[src/rtl/regfile_pkg.sv]
// Shared definitions for the bypassing register file: clear-sequencer states
// and default geometry.
package regfile_pkg;

  localparam int DEF_DATA_W   = 13;
  localparam int DEF_NUM_REGS = 5;
  localparam int DEF_ADDR_W   = 3;

  typedef enum logic [1:0] {
    ST_IDLE  = 2'b00,
    ST_SWEEP = 2'b01,
    ST_DONE  = 2'b10
  } clr_state_e;

endpackage

[src/rtl/regfile_bypass_if.sv]
// Operand-bus bundle between the datapath control FSM (master) and the
// register file (slave).
interface regfile_bypass_if
  import regfile_pkg::*;
#(
  parameter int DATA_W = DEF_DATA_W,
  parameter int ADDR_W = DEF_ADDR_W
) ();

  logic [ADDR_W-1:0] rp;
  logic [ADDR_W-1:0] rq;
  logic [ADDR_W-1:0] wa;
  logic [DATA_W-1:0] ld_data;
  logic              wr;
  logic              clr_req;
  logic [DATA_W-1:0] data_p;
  logic [DATA_W-1:0] data_q;
  logic              valid_p;
  logic              valid_q;
  logic              wr_stall;
  logic              clr_busy;
  logic              clr_done;

  modport master (
    output rp, rq, wa, ld_data, wr, clr_req,
    input  data_p, data_q, valid_p, valid_q, wr_stall, clr_busy, clr_done
  );

  modport slave (
    input  rp, rq, wa, ld_data, wr, clr_req,
    output data_p, data_q, valid_p, valid_q, wr_stall, clr_busy, clr_done
  );

endinterface

[src/rtl/regfile_row.sv]
// One register-file entry: a data word plus a "written since last clear" bit.
module regfile_row
  import regfile_pkg::*;
#(
  parameter int DATA_W = DEF_DATA_W
) (
  input  logic              clk,
  input  logic              rst_n,
  input  logic              load,
  input  logic [DATA_W-1:0] load_data,
  input  logic              sync_clr,
  output logic [DATA_W-1:0] data,
  output logic              valid
);

  logic [DATA_W-1:0] data_q, data_d;
  logic              valid_q, valid_d;

  // Load and sync-clear are mutually exclusive in practice; clear wins anyway.
  always_comb begin
    data_d  = data_q;
    valid_d = valid_q;
    if (sync_clr) begin
      data_d  = '0;
      valid_d = 1'b0;
    end else if (load) begin
      data_d  = load_data;
      valid_d = 1'b1;
    end
  end

  always_ff @(posedge clk or negedge rst_n) begin
    if (!rst_n) begin
      data_q  <= '0;
      valid_q <= 1'b0;
    end else begin
      data_q  <= data_d;
      valid_q <= valid_d;
    end
  end

  assign data  = data_q;
  assign valid = valid_q;

endmodule

[src/rtl/regfile_bypass.sv]
// Two-read / one-write register file with write-through bypass, valid bits,
// optional registered reads and a sequenced clear sweep.
module regfile_bypass
  import regfile_pkg::*;
#(
  parameter int DATA_W   = DEF_DATA_W,
  parameter int NUM_REGS = DEF_NUM_REGS,
  parameter int ADDR_W   = DEF_ADDR_W,
  parameter int REG_READ = 0
) (
  input logic             clk,
  input logic             rst_n,
  regfile_bypass_if.slave bus
);

  localparam logic [ADDR_W:0]   NUM_REGS_A = (ADDR_W+1)'(NUM_REGS);
  localparam logic [ADDR_W-1:0] LAST_IDX   = ADDR_W'(NUM_REGS - 1);

  clr_state_e        state_q, state_d;
  logic [ADDR_W-1:0] idx_q, idx_d;

  logic              idle;
  logic              sweeping;
  logic              write_ok;

  logic [DATA_W-1:0] row_data  [NUM_REGS];
  logic              row_valid [NUM_REGS];

  logic [DATA_W-1:0] rd_data_p_d, rd_data_q_d;
  logic              rd_valid_p_d, rd_valid_q_d;

  always_ff @(posedge clk or negedge rst_n) begin
    if (!rst_n) begin
      state_q <= ST_IDLE;
      idx_q   <= '0;
    end else begin
      state_q <= state_d;
      idx_q   <= idx_d;
    end
  end

  always_comb begin
    state_d = state_q;
    idx_d   = idx_q;
    case (state_q)
      ST_IDLE: begin
        idx_d = '0;
        if (bus.clr_req) state_d = ST_SWEEP;
      end
      ST_SWEEP: begin
        idx_d = idx_q + 1'b1;
        if (idx_q == LAST_IDX) state_d = ST_DONE;
      end
      ST_DONE:  state_d = ST_IDLE;
      default:  state_d = ST_IDLE;
    endcase
  end

  // Writes are refused for the whole non-idle window (sweep and done), so the
  // stall covers both states to tell the issuer its write was lost.
  always_comb begin
    idle         = (state_q == ST_IDLE);
    sweeping     = (state_q == ST_SWEEP);
    bus.clr_busy = sweeping;
    bus.clr_done = (state_q == ST_DONE);
    bus.wr_stall = !idle;
  end

  assign write_ok = bus.wr && idle && ({1'b0, bus.wa} < NUM_REGS_A);

  for (genvar i = 0; i < NUM_REGS; i++) begin : g_row
    localparam logic [ADDR_W-1:0] ROW_ADDR = ADDR_W'(i);

    regfile_row #(.DATA_W(DATA_W)) u_row (
      .clk       (clk),
      .rst_n     (rst_n),
      .load      (write_ok && (bus.wa == ROW_ADDR)),
      .load_data (bus.ld_data),
      .sync_clr  (sweeping && (idx_q == ROW_ADDR)),
      .data      (row_data[i]),
      .valid     (row_valid[i])
    );
  end

  // Unimplemented addresses fall through the loop and read as zero / invalid.
  always_comb begin
    rd_data_p_d  = '0;
    rd_valid_p_d = 1'b0;
    rd_data_q_d  = '0;
    rd_valid_q_d = 1'b0;
    for (int i = 0; i < NUM_REGS; i++) begin
      if (bus.rp == ADDR_W'(i)) begin
        rd_data_p_d  = row_data[i];
        rd_valid_p_d = row_valid[i];
      end
      if (bus.rq == ADDR_W'(i)) begin
        rd_data_q_d  = row_data[i];
        rd_valid_q_d = row_valid[i];
      end
    end
    if (write_ok && (bus.rp == bus.wa)) begin
      rd_data_p_d  = bus.ld_data;
      rd_valid_p_d = 1'b1;
    end
    if (write_ok && (bus.rq == bus.wa)) begin
      rd_data_q_d  = bus.ld_data;
      rd_valid_q_d = 1'b1;
    end
  end

  if (REG_READ != 0) begin : g_reg_read
    logic [DATA_W-1:0] rd_data_p_q, rd_data_q_q;
    logic              rd_valid_p_q, rd_valid_q_q;

    always_ff @(posedge clk or negedge rst_n) begin
      if (!rst_n) begin
        rd_data_p_q  <= '0;
        rd_data_q_q  <= '0;
        rd_valid_p_q <= 1'b0;
        rd_valid_q_q <= 1'b0;
      end else begin
        rd_data_p_q  <= rd_data_p_d;
        rd_data_q_q  <= rd_data_q_d;
        rd_valid_p_q <= rd_valid_p_d;
        rd_valid_q_q <= rd_valid_q_d;
      end
    end

    assign bus.data_p  = rd_data_p_q;
    assign bus.data_q  = rd_data_q_q;
    assign bus.valid_p = rd_valid_p_q;
    assign bus.valid_q = rd_valid_q_q;
  end else begin : g_comb_read
    assign bus.data_p  = rd_data_p_d;
    assign bus.data_q  = rd_data_q_d;
    assign bus.valid_p = rd_valid_p_d;
    assign bus.valid_q = rd_valid_q_d;
  end

endmodule
[src/flat_wrapper.sv]
// flat-port wrapper written by rule: the top's interface ports become plain ports
module regfile_bypass_flat import regfile_pkg::*;
#(
  parameter int DATA_W   = DEF_DATA_W,
  parameter int NUM_REGS = DEF_NUM_REGS,
  parameter int ADDR_W   = DEF_ADDR_W,
  parameter int REG_READ = 0
)
  (clk, rst_n, bus_rp, bus_rq, bus_wa, bus_ld_data, bus_wr, bus_clr_req, bus_data_p, bus_data_q, bus_valid_p, bus_valid_q, bus_wr_stall, bus_clr_busy, bus_clr_done);
  regfile_bypass_if #(.DATA_W(DATA_W), .ADDR_W(ADDR_W)) bus_i ();
  input logic clk;
  input logic rst_n;
  input wire logic [$bits(bus_i.rp)-1:0] bus_rp;
  input wire logic [$bits(bus_i.rq)-1:0] bus_rq;
  input wire logic [$bits(bus_i.wa)-1:0] bus_wa;
  input wire logic [$bits(bus_i.ld_data)-1:0] bus_ld_data;
  input wire logic [$bits(bus_i.wr)-1:0] bus_wr;
  input wire logic [$bits(bus_i.clr_req)-1:0] bus_clr_req;
  output wire logic [$bits(bus_i.data_p)-1:0] bus_data_p;
  output wire logic [$bits(bus_i.data_q)-1:0] bus_data_q;
  output wire logic [$bits(bus_i.valid_p)-1:0] bus_valid_p;
  output wire logic [$bits(bus_i.valid_q)-1:0] bus_valid_q;
  output wire logic [$bits(bus_i.wr_stall)-1:0] bus_wr_stall;
  output wire logic [$bits(bus_i.clr_busy)-1:0] bus_clr_busy;
  output wire logic [$bits(bus_i.clr_done)-1:0] bus_clr_done;
  assign bus_i.rp = bus_rp;
  assign bus_i.rq = bus_rq;
  assign bus_i.wa = bus_wa;
  assign bus_i.ld_data = bus_ld_data;
  assign bus_i.wr = bus_wr;
  assign bus_i.clr_req = bus_clr_req;
  assign bus_data_p = bus_i.data_p;
  assign bus_data_q = bus_i.data_q;
  assign bus_valid_p = bus_i.valid_p;
  assign bus_valid_q = bus_i.valid_q;
  assign bus_wr_stall = bus_i.wr_stall;
  assign bus_clr_busy = bus_i.clr_busy;
  assign bus_clr_done = bus_i.clr_done;
  regfile_bypass #(.DATA_W(DATA_W), .NUM_REGS(NUM_REGS), .ADDR_W(ADDR_W), .REG_READ(REG_READ)) u_core (.clk(clk), .rst_n(rst_n), .bus(bus_i));
endmodule
[config.mk]
export PLATFORM = sky130hd
export DESIGN_NAME = regfile_bypass_flat
export DESIGN_NICKNAME = d
export VERILOG_FILES = /design/src/rtl/regfile_pkg.sv /design/src/rtl/regfile_bypass_if.sv /design/src/rtl/regfile_row.sv /design/src/rtl/regfile_bypass.sv /design/src/flat_wrapper.sv
export SDC_FILE = /design/constraint.sdc
export NUM_CORES = 1
export LEC_CHECK = 0
export ABC_AREA = 1
export CAP_MARGIN = 20
export CORE_MARGIN = 3
export CORE_UTILIZATION = 45
export DETAILED_ROUTE_END_ITERATION = 16
export GPL_TIMING_DRIVEN = 0
export PLACE_DENSITY = 0.64
export SYNTH_ARGS = -nofsm -noshare
export SYNTH_HDL_FRONTEND = slang
export SYNTH_SLANG_ARGS = --single-unit
[constraint.sdc]
create_clock -name clk -period 2 [get_ports clk]
set_input_delay 0.2 -clock clk [delete_from_list [all_inputs] [get_ports clk]]
set_output_delay 0.2 -clock clk [all_outputs]
set_load 0.05 [all_outputs]
-- Word level (Yosys, flattened, before mapping)
Index checks and enable logic that the tools add are counted.
- register bits: 75
- equal/unequal tests: 22
- reductions and logical operators: 27
- magnitude comparators: 1
- add/subtract/negate cells: 1
- mux-type cells: 48
- operator list (operator ; number):
    $mux W13 ; 22
    $eq A3 B2 Y1 const B ; 8
    $mux W1 ; 22
    $logic_and A1 B1 Y1 ; 14
    $eq A3 B1 Y1 const B ; 4
    $eq A3 B3 Y1 const B ; 4
    $logic_not A3 Y1 ; 4
    $reduce_bool A2 Y1 ; 6
    $eq A3 B3 Y1 ; 2
    $pmux W3 S2 ; 1
    $mux W2 ; 2
    $ne A2 B2 Y1 const B ; 2
    $pmux W2 S2 ; 1
    $add A3 B1 Y3 const B ; 1
    $lt A3 B3 Y1 const B ; 1
    $eq A2 B1 Y1 const B ; 1
    $eq A2 B2 Y1 const B ; 1
    $logic_not A2 Y1 ; 1
    $reduce_and A2 Y1 ; 1
    $logic_not A1 Y1 ; 1

-- Logic depth before layout (Yosys ltp)
- depth after elaboration: 7
- gate-level depth with buffers: 9
- depth with buffers taken out: 8

-- By module
A second synthesis with hierarchy kept.
- cell total of the unflattened synthesis: 725
- area, all modules: 5084.9 sq um
- modules (own cells, without submodules) (module ; sequential area each (sq um) ; times used ; area an instance (sq um) ; cells each):
    regfile_row ; 350.3 ; 5 ; 571.8 ; 60
    regfile_bypass ; 125.1 ; 1 ; 2225.9 ; 425

-- Least setup slack after synthesis
Ideal clock, no wire load.
- path type: input to output
- start point: input port bus_rp[0]
- end point: output port bus_data_p[2]
- setup slack: -186 ps
- arrival time: 1986 ps
- stages on the path: 7
- required time: 1800 ps
- cells stage by stage: buf_4 nor2_4 nand2_1 buf_2 nand2_1 nor2_1 o21ai_0
- cells in the longest elaborated chain, start to end: 7
- ends and longest elaborated chain (element ; line ; source):
    start: declaration ; flat_wrapper.sv:13 ; input wire logic [$bits(bus_i.rp)-1:0] bus_rp;
    $logic_not A3 Y1 ; regfile_bypass.sv:92 ; if (bus.rp == ADDR_W'(i)) begin
    $mux W13 (5 in a row) ; regfile_bypass.sv:92 ;
    $mux W13 * ; regfile_bypass.sv:101 ; if (write_ok && (bus.rp == bus.wa)) begin
    end: declaration ; flat_wrapper.sv:19 ; output wire logic [$bits(bus_i.data_p)-1:0] bus_data_p;
Mark *: on every way between the ends. The rest lies on a longest branch, timed or not.

-- Worst setup path in the final report
- start point: register u_core.state_q[1]
- end point: output port bus_data_q[2]
- cells in the longest elaborated chain, start to end: 5
- ends and longest elaborated chain (element ; line ; source):
    start: declaration ; regfile_bypass.sv:19 ; clr_state_e state_q, state_d;
    start signal: assignment ; regfile_bypass.sv:37 ; state_q <= state_d;
    $logic_not A2 Y1 ; regfile_bypass.sv:62 ; idle = (state_q == ST_IDLE);
    $logic_and A1 B1 Y1 (2 in a row) ; regfile_bypass.sv:69 ; assign write_ok = bus.wr && idle && ({1'b0, bus.wa} < NUM_REGS_A);
    $logic_and A1 B1 Y1 ; regfile_bypass.sv:105 ; if (write_ok && (bus.rq == bus.wa)) begin
    $mux W13 ; regfile_bypass.sv:105 ;
    end: declaration ; flat_wrapper.sv:20 ; output wire logic [$bits(bus_i.data_q)-1:0] bus_data_q;
Every way passes these cells.

==> summary.log <==
[yosys] number of synthesis warnings 0
[clocking] clk sinks 75
[clocking] H-Tree Depth 3
[critical_path] chain of cells forming the critical path inv_2 -> nand3_2 -> nor2_4 -> nand4_1 -> buf_6 -> buf_8 -> nand3_2 -> nand2_2 -> buf_8
[die] area of the placeable core 0.01042 sq mm
[detailed_routing] detail-routed via count per cell 5.685
[detailed_routing] number of DRC markers in iteration 0 652
[detailed_routing] number of DRC violations after detailed routing 0
[yosys] Area contributors post-synth sky130_fd_sc_hd__dfrtp_1 39%, sky130_fd_sc_hd__nand2_1 12%, sky130_fd_sc_hd__nand3_1 9.2%
[detailed_routing] number of detailed-routing iterations run before antenna repair 6
[timing] Worst-Margin Slew 556.0 ps
[clocking] Clock Root Buffer sky130_fd_sc_hd__clkbuf_8
[critical_path] highest net fanout along the worst path 5
[critical_path] startpoint-to-endpoint class of the critical path register to output port
[timing] final hold viol count 0
[timing] clock skew 5.704 ps
[critical_path] Slowest-stage cell, CP sky130_fd_sc_hd__dfrtp_1
[detailed_routing] final WL 17.32 mm
[die] DIE HEIGHT 109.7 um
[worst_hold_path] HP Class input port to async pin
[die] Initial Utilization 46.50%
[placed_design] GP Congestion 0.9952
[clocking] CTS max path bufs 2
[yosys] fraction of synthesized cell area taken by the top area cell type 38.75%
[cells_and_area] leading cell type in the layout, fill and taps excluded sky130_fd_sc_hd__nand2_1
[grt] vias in the first global route 4,831
[cells_and_area] share of post-route cells with drive strength above 1 23.49%
[yosys] share of synthesized area occupied by flip-flops and latches 38.75%
[critical_path] arrival time at the worst endpoint 1900 ps
[yosys] Synth area leader sky130_fd_sc_hd__dfrtp_1
[cells_and_area] number of nets at the end of the flow 805
[timing] setup repair after global routing missed its margin yes
[yosys] number of storage elements in the synthesis netlist 75
[grt] initial antenna violation count 0
[cells_and_area] # fillers 964
[die] full die area 0.01204 sq mm
[timing] final slew viol count 0
[detailed_routing] number of vias after detailed routing 5,202
[timing] top achievable clock speed 476.6 MHz
[cells_and_area] area of the multi-input gates 0.002656 sq mm
[grt] GR Overflow Total 0
[critical_path] element type at the critical path end output port
[yosys] post-synth net total 725
[timing] final setup vio count 17
[pwr] Power Total 0.006981 W
[grt] total track usage 29.50%
[clocking] clock latency on the worst-skew pair 360 ps
[pwr] standby leakage power 3.069 nW
[yosys] Unique masters post-synth 29
[critical_path] crit path launch type register
[placed_design] number of buffers inserted by port buffering 51
[critical_path] WP data required 1800 ps
[cells_and_area] most frequent cells in the layout 119 x sky130_fd_sc_hd__nand2_1, 97 x sky130_fd_sc_hd__inv_1, 75 x sky130_fd_sc_hd__nand3_1, 75 x sky130_fd_sc_hd__dfrtp_1, 53 x sky130_fd_sc_hd__nand4_1
[clocking] TritonCTS clock tree yes
[timing] final-layout setup total negative slack -775.7 ps
[timing] fin crit period 2098 ps
[run_status] violated checks setup timing
[detailed_routing] wire length per cell 18.93 um
[timing] Period Utilization, post-route 104.9%
[clocking] Clock Pin Slew Worst Setup and Hold Paths 80 ps
[pwr] largest vdd supply drop 749.6 uV
[grt] pin count of the biggest net entering global routing 54
[detailed_routing] Routed Antenna Nets 0
[timing] worst max-slew margin expressed relative to the limit 62.93%
[timing] crit path setup slack, layout -98.28 ps
[die] Die W 109.7 um
[cells_and_area] final core occ 61.01%
[run_status] outcome finished with violations
[placed_design] detailed-placement wirelength estimate 13.29 mm
[die] I/O pin count 57
[cells_and_area] sequential cell area in the final layout 0.001877 sq mm
[yosys] count of mapped cells out of synthesis 694
[cells_and_area] n_diodes 0
[critical_path] largest incremental delay on the critical path 400 ps
[grt] first-pass GRT wire length 26.60 mm
[critical_path] worst path bufs/invs 4
[die] Placement Rows 37
[cells_and_area] area growth from synthesis to layout 31.21%
[yosys] mean instance size in the synthesized netlist 6.979 sq um
[clocking] cts bufs inserted 9
[critical_path] critical path's top delay family simple AND/OR/NAND/NOR gates
[yosys] netlist area before placement 0.004843 sq mm
[flow_run] max-cap violations 0
[pwr] Cell Pwr Density 1099 mW/mm^2
## Yosys cell counts (all sizes together)
cell type,number
nand2,154
inv,105
nand3,90
dfrtp,75
o21ai,72
nand4,56
nor2,55
o22ai,30
buf,27
clkbuf,17
ha,5
xnor2,3
a21oi,2
a21boi,1
clkinv,1
o31ai,1
## path summary, 6_finish.rpt
kind / start / slack, ps / endpoint / depth (start not counted)
worst max-delay path: u_core.state_q[1] / -100 / bus_data_q[2] / 9
worst min-delay path: rst_n / 270 / u_core.g_row[0].u_row.data[5] / 2
worst max register to register: u_core.state_q[1] / 130 / u_core.g_row[1].u_row.data[9] / 9
worst min register to register: u_core.g_row[4].u_row.data[6] / 540 / u_core.g_row[4].u_row.data[6] / 2
max in group asynchronous: rst_n / 1160 / u_core.g_row[2].u_row.data[4] / 3
min in group clk: bus_wa[1] / 350 / u_core.g_row[2].u_row.data[0] / 4
## stage by stage
| step | hold WS, ps | std cells | setup WS, ps | area [sq um] |
|---|---|---|---|---|
| after CTS | 275.0 | 910 | -75.33 | 6037 |
| after floorplan | -95.59 | 694 | 59.48 | 4843 |
| after global placement | 521.3 | 881 | -1858 | 5524 |
| final | 269.5 | 915 | -98.28 | 6355 |
| after detailed placement | 122.0 | 882 | -1073 | 5549 |
| after global routing | 302.3 | 915 | -182.5 | 6355 |
## power by group
group	leakage (nW)	switching [W]	total, W	internal, W
logic	1.95	0.00201	0.00313	0.00113
registers	1.01	0.000484	0.00254	0.00206
clock network	0.111	0.000571	0.00131	0.000738
total	3.07	0.00306	0.00698	0.00392
## cell families after synthesis
family / after synthesis / share of synthesized area [%]
and+or+nand+nor: 355 / 34.51
buffers and inverters: 150 / 12.71
AOI/OAI and AO/OA: 106 / 12.19
DFF: 75 / 38.75
adders and majority gates: 5 / 1.292
xor gates and xnor gates: 3 / 0.5426
## timing repair
action                     CTS  global route
buffers inserted             9             5
pin swaps                   15            18
resized for setup          251            81
cloned                       2             1
hold buffers                 1             0
setup endpoints to repair   30            29
hold endpoints to repair    22             0
## final cells by class
type | instances | area share, %
Tap cell | 136 | 2.678
Inverter | 106 | 6.320
Sequential cell | 75 | 29.53
Buffer | 44 | 4.017
Clock inverter | 4 | 1.162
Timing Repair Buffer | 69 | 12.21
Clock buffer | 12 | 2.284
Multi-Input combinational cell | 469 | 41.80
## per-layer routing
metal	vias up	global-route usage, %	wire, um
met3	27	6.107	1566
met5	-	0	0
met1	2487	44.34	7787
li1	2460	-	-
met4	0	7.836	306
met2	228	42.85	7658
## state kept, by name (all words and copies together), names as in the netlist
register                  count
u_core.g_row.u_row.valid      5
u_core.g_row.u_row.data      65
u_core.state_q                2
u_core.idx_q                  3
No activity file was read; power rests on OpenSTA's default activity.
